===== config.mk =====
export PLATFORM = sky130hd
export DESIGN_NAME = control_unit_flat
export DESIGN_NICKNAME = d
export VERILOG_FILES = /design/src/rtl/control_unit_if.sv /design/src/rtl/control_unit.sv /design/src/flat_wrapper.sv
export SDC_FILE = /design/constraint.sdc
export NUM_CORES = 1
export LEC_CHECK = 0
export ABC_AREA = 0
export CORE_AREA = 2 2 39 41
export CTS_CLUSTER_DIAMETER = 150
export DETAILED_ROUTE_END_ITERATION = 10
export DIE_AREA = 0 0 41 43
export GPL_TIMING_DRIVEN = 0
export HOLD_SLACK_MARGIN = 0.02
export PLACE_DENSITY = 0.78
export SYNTH_ARGS = -nofsm -noshare
export SYNTH_HDL_FRONTEND = slang
export SYNTH_SLANG_ARGS = --single-unit

===== constraint.sdc =====
create_clock -name clk -period 4.3 [get_ports clk]
set_clock_uncertainty 0.1 [all_clocks]
set_input_delay 0.43 -clock clk [delete_from_list [all_inputs] [get_ports clk]]
set_output_delay 0.43 -clock clk [all_outputs]
set_load 0.02 [all_outputs]

===== src/rtl/control_unit_if.sv =====
// Control unit <-> datapath/host signal bundle.
// The master modport is the control unit. The slave modport is the host and datapath side.
interface control_unit_if;
  logic       start;
  logic       mode;
  logic       b;
  logic       sIs6;
  logic [1:0] y_select_next;
  logic [1:0] s_step;
  logic       y_en;
  logic       s_en;
  logic       y_store_x;
  logic       s_add;
  logic       s_zero;
  logic       busy;
  logic       done;
  logic       err;
  logic [2:0] iter;

  modport master (
    input  start, mode, b, sIs6,
    output y_select_next, s_step, y_en, s_en, y_store_x, s_add, s_zero,
           busy, done, err, iter
  );

  modport slave (
    output start, mode, b, sIs6,
    input  y_select_next, s_step, y_en, s_en, y_store_x, s_add, s_zero,
           busy, done, err, iter
  );
endinterface


===== src/rtl/control_unit.sv =====
// Sequencer for the y/s scan datapath.
// The unit loads x into y, then walks s over 0..6 (every step, or even steps only).
// At each step it adds s to y or subtracts s from y, depending on bit y[s].
// A watchdog stops the scan if s never reaches 6 within 8 update cycles.
module control_unit (
  input  logic                  clk,
  input  logic                  rst,
  control_unit_if.master        cu
);

  typedef enum logic [2:0] {IDLE, LOAD, UPDATE, DONE, ERR} state_t;

  localparam logic [1:0] SEL_HOLD = 2'd0;
  localparam logic [1:0] SEL_ADD  = 2'd2;
  localparam logic [1:0] SEL_SUB  = 2'd3;

  state_t     state_q, state_d;
  logic       mode_q, mode_d;
  logic [2:0] iter_q, iter_d;
  logic       err_q, err_d;
  // In ERR, arm_q records that start has been seen low, so that a later high restarts.
  logic       arm_q, arm_d;

  // State and status registers; reset forces IDLE at once, even mid-operation.
  always_ff @(posedge clk or negedge rst) begin
    if (!rst) begin
      state_q <= IDLE;
      mode_q  <= 1'b0;
      iter_q  <= 3'd0;
      err_q   <= 1'b0;
      arm_q   <= 1'b0;
    end else begin
      state_q <= state_d;
      mode_q  <= mode_d;
      iter_q  <= iter_d;
      err_q   <= err_d;
      arm_q   <= arm_d;
    end
  end

  // Next-state logic and datapath control decode.
  always_comb begin
    state_d          = state_q;
    mode_d           = mode_q;
    iter_d           = iter_q;
    err_d            = err_q;
    arm_d            = arm_q;
    cu.y_en          = 1'b0;
    cu.s_en          = 1'b0;
    cu.y_store_x     = 1'b0;
    cu.s_zero        = 1'b0;
    cu.s_add         = 1'b1;
    cu.s_step        = 2'd0;
    cu.y_select_next = SEL_HOLD;
    cu.busy          = 1'b0;
    cu.done          = 1'b0;

    case (state_q)
      IDLE: begin
        if (cu.start) begin
          mode_d  = cu.mode;
          iter_d  = 3'd0;
          err_d   = 1'b0;
          state_d = LOAD;
        end
      end

      LOAD: begin
        cu.busy      = 1'b1;
        cu.y_en      = 1'b1;
        cu.y_store_x = 1'b1;
        cu.s_en      = 1'b1;
        cu.s_zero    = 1'b1;
        state_d      = UPDATE;
      end

      UPDATE: begin
        cu.busy = 1'b1;
        iter_d  = (iter_q == 3'd7) ? 3'd7 : iter_q + 3'd1;
        // iter_q is already saturated at 7 here only in the 8th consecutive update.
        if (!cu.sIs6 && iter_q == 3'd7) begin
          err_d   = 1'b1;
          arm_d   = 1'b0;
          state_d = ERR;
        end else begin
          cu.y_en          = 1'b1;
          cu.y_select_next = cu.b ? SEL_ADD : SEL_SUB;
          if (cu.sIs6) begin
            state_d = DONE;
          end else begin
            cu.s_en   = 1'b1;
            cu.s_step = mode_q ? 2'd2 : 2'd1;
          end
        end
      end

      DONE: begin
        cu.done = 1'b1;
        if (!cu.start) state_d = IDLE;
      end

      ERR: begin
        if (!cu.start) begin
          arm_d = 1'b1;
        end else if (arm_q) begin
          mode_d  = cu.mode;
          iter_d  = 3'd0;
          err_d   = 1'b0;
          arm_d   = 1'b0;
          state_d = LOAD;
        end
      end

      default: state_d = IDLE;
    endcase
  end

  assign cu.err  = err_q;
  assign cu.iter = iter_q;

endmodule


===== src/flat_wrapper.sv =====
// flat-port wrapper written by rule: the top's interface ports become plain ports
module control_unit_flat 
  (clk, rst, cu_start, cu_mode, cu_b, cu_sIs6, cu_y_select_next, cu_s_step, cu_y_en, cu_s_en, cu_y_store_x, cu_s_add, cu_s_zero, cu_busy, cu_done, cu_err, cu_iter);
  control_unit_if cu_i ();
  input  logic clk;
  input  logic rst;
  input wire logic [$bits(cu_i.start)-1:0] cu_start;
  input wire logic [$bits(cu_i.mode)-1:0] cu_mode;
  input wire logic [$bits(cu_i.b)-1:0] cu_b;
  input wire logic [$bits(cu_i.sIs6)-1:0] cu_sIs6;
  output wire logic [$bits(cu_i.y_select_next)-1:0] cu_y_select_next;
  output wire logic [$bits(cu_i.s_step)-1:0] cu_s_step;
  output wire logic [$bits(cu_i.y_en)-1:0] cu_y_en;
  output wire logic [$bits(cu_i.s_en)-1:0] cu_s_en;
  output wire logic [$bits(cu_i.y_store_x)-1:0] cu_y_store_x;
  output wire logic [$bits(cu_i.s_add)-1:0] cu_s_add;
  output wire logic [$bits(cu_i.s_zero)-1:0] cu_s_zero;
  output wire logic [$bits(cu_i.busy)-1:0] cu_busy;
  output wire logic [$bits(cu_i.done)-1:0] cu_done;
  output wire logic [$bits(cu_i.err)-1:0] cu_err;
  output wire logic [$bits(cu_i.iter)-1:0] cu_iter;
  assign cu_i.start = cu_start;
  assign cu_i.mode = cu_mode;
  assign cu_i.b = cu_b;
  assign cu_i.sIs6 = cu_sIs6;
  assign cu_y_select_next = cu_i.y_select_next;
  assign cu_s_step = cu_i.s_step;
  assign cu_y_en = cu_i.y_en;
  assign cu_s_en = cu_i.s_en;
  assign cu_y_store_x = cu_i.y_store_x;
  assign cu_s_add = cu_i.s_add;
  assign cu_s_zero = cu_i.s_zero;
  assign cu_busy = cu_i.busy;
  assign cu_done = cu_i.done;
  assign cu_err = cu_i.err;
  assign cu_iter = cu_i.iter;
  control_unit u_core (.clk(clk), .rst(rst), .cu(cu_i));
endmodule

==> summary.txt <==
Run status
  – Status: complete, no violations

Place
  – DP HPWL: just over 900 um
  – Port bufs: 18
  – Final Wtd Congestion: 0.799

Drt
  – DRT iter0 DRCs: 5
  – Final WL: 1150 um
  – Drt pass-1 iters: 4
  – Vias post-DR: around 520
  – # DRC: 0
  – DRT antenna net count: 0
  – WL/cell: 10.8 um
  – Vias per cell: 4.93

Cells and area
  – Most frequent cells in the layout: 18 x clkdlybuf4s50_1, 9 x dfrtp_1, 7 x nand2_1
  – Area delta synth->final: 39.1%
  – Util after Layout: 58.2%
  – Layout Nets: between 90 and 100
  – Layout fillers: 128
  – Commonest non-fill, non-tap cell in the layout: clkdlybuf4s50_1
  – Layout cell share with drive strength beyond 1: around an eighth
  – # diodes: 0

Setup path
  – Startpoint Class: register
  – Critical path cell sequence: or3b_1, buf_6, or3b_4, nand2_1, clkdlybuf4s50_1
  – Delay-heaviest family, CP: simple AND/OR/NAND/NOR gates
  – CP endpoint kind: output pin
  – Slowest CP cell: clkdlybuf4s50_1
  – Buf/Inv on CP: 2
  – Slowest stage delay, CP: ~0.61 ns
  – Worst Path Class, Setup: reg -> out
  – Critical Path AT: roughly 2.4 ns
  – Crit path max fanout: 9
  – CP required: 3.77 ns

Floorplan
  – I/O pin count: 21
  – Initial Util: 41.9%
  – Die area: 1760 um2
  – Die height: 43 um
  – Number of cell rows: 14
  – Chip width: 41 um
  – Core Box Area: between 1000 and 1500 um2

Synthesis
  – Synth area leaders: dfrtp_1 39%, a21oi_1 5.2%, nand2_1 4.5%, buf_6 3.9%, nor2_1 3.9%
  – Synth Warn #: 0
  – Post-synth EDFFs: 0
  – Post-Syn Nets: 75
  – Post-synth top area share: 38.9%
  – Area of the mapped netlist: ~580 um2
  – Register area share after synthesis: 38.9%
  – Synth unique cells: 28
  – Syn Inst Count: 68
  – Mapped Avg Cell Area: 8.52 um2
  – Ys flop type: dfrtp_1
  – Seq cells post-synth: 9
  – Yosys top cell by area: dfrtp_1
  – Post-synth ARST share: 100%

Clocking
  – Clock Pin Slew Worst Setup and Hold Paths: ~0.06 ns
  – CTS tree: yes
  – CTS Sinks: 9
  – Post-CTS Resized: 0
  – Post-CTS setup buffers: 0
  – H-tree depth: 1
  – Root buffer cell: clkbuf_4
  – Clock Tree Buf Depth: 2
  – CTS buffer count: 3
  – Hold Buf Count CTS: 0
  – Worst skew pair latency: 0.26 ns

Power
  – P_int: 0.000344 W
  – Worst vdd ir: 0.405 mV
  – Net Sw Frac: approximately 42%
  – Leak: approximately 0.36 nW
  – Sw Pwr: roughly 0.00025 W
  – Logic pwr share: 65.1%
  – Clock power frac: 10.8%
  – Cell Pwr Density: 738 nW/um2
  – Register share of total power: between 20% and 30%

Hold path
  – Hold crit path type: in -> async

STA
  – Final setup violation count: 0
  – Slew Limit Fails: 0
  – Min cycle time layout: 2.88 ns
  – Tcrit/Tclk final: roughly two thirds
  – Final Hold Fails: 0
  – Fmax: 348 MHz
  – Setup Total Neg Slack: 0 ns
  – RSZ-0062 raised after global routing: false

GRT
  – Largest net degree at the start of global routing: 11
  – First-pass GRT wire length: 1800 um
  – Total GRT Usage: 15.3%
  – Vias in the first global route: 439
  – Antenna violations before repair: 0
  – Total grt overflow: 0

Job
  – Max Cap Violations: 0
==> sequential cells by signal, summed over array words and instances, names as in the netlist <==
register / count
u_core.arm_q: 1
u_core.cu.err: 1
u_core.cu.iter: 3
u_core.mode_q: 1
u_core.state_q: 3
==> per-stage QoR <==
stage / instance area [um2] / hold WS, ns / setup slack [ns] / power [W] / cells
final: 806 / 0.365 / 1.42 / 0.000595 / 106
after global routing: 806 / 0.398 / 1.33 / 0.000641 / 106
after CTS: 806 / 0.367 / 1.40 / 0.000602 / 106
after detailed placement: 779 / 0.383 / 1.47 / 0.000536 / 102
after global placement: 779 / 0.379 / 1.51 / 0.000524 / 102
after floorplan: 579 / 0.0344 / 2.16 / 0.000383 / 68
==> worst paths after layout <==
kind / startpoint / to / slack [ns] / cells past startpoint
max: u_core.state_q[0] / cu_s_en / 1.42 / 5
min: rst / u_core.state_q[2] / 0.36 / 1
max reg2reg: u_core.cu.iter[0] / u_core.state_q[1] / 2.77 / 4
min reg2reg: u_core.cu.err / u_core.cu.err / 0.40 / 1
max in group asynchronous: rst / u_core.cu.err / 3.44 / 1
min in group clk: u_core.cu.err / u_core.cu.err / 0.40 / 1
==> power groups by stage <==
stage                     Combinational, W   Clock, W  Sequential, W
after floorplan                   0.000230          0       0.000153
after global placement            0.000381          0       0.000142
after detailed placement          0.000392          0       0.000144
after CTS                         0.000392  0.0000676       0.000142
after global routing              0.000423  0.0000711       0.000147
final                             0.000387  0.0000643       0.000143
==> cell type report <==
cell class	instances	area, um2	area share, %
Inverter	4	15.0	1.86
Buffer	6	45.0	5.59
Multi-Input combinational cell	49	294	36.5
Tap cell	16	20.0	2.48
Clock buffer	4	26.3	3.26
Sequential cell	9	225	28.0
Timing Repair Buffer	18	180	22.4
==> routing by layer <==
metal | track usage (%) | routed length, um | vias up
li1 | - | - | 273
met1 | 18.4 | 505 | 230
met2 | 23.4 | 543 | 16
met3 | 4.71 | 71 | 4
met4 | 8.00 | 25 | 0
met5 | 0 | 0 | -
==> synthesized netlist by cell type (all sizes together), types with 2 or more instances <==
cell,count
dfrtp,9
clkbuf,2
nand3,4
mux2i,2
or3,3
o21a,2
buf,4
nand2,7
nor3,2
or3b,2
a21oi,6
nor2,8
nand2b,2
inv,4
==> kinds of logic after synthesis <==
| group | count (synthesis) | synth area share, % |
|---|---|---|
| multiplexers | 3 | 5.40 |
| other | 1 | 0.647 |
| AO/OA/AOI/OAI | 12 | 13.0 |
| adder cells (fa/ha/maj) | 1 | 2.16 |
| AND/OR/NAND/NOR | 32 | 29.6 |
| flip-flops | 9 | 38.9 |
| buffers and inverters | 10 | 10.4 |
==> worst register-to-register path, cell delays in order, from the launching register on <==
cell,delay (ns)
dfrtp_1,0.41
ha_1,0.26
and3b_1,0.22
or3_1,0.33
a21oi_1,0.14
(Power assumes the default switching activity.)
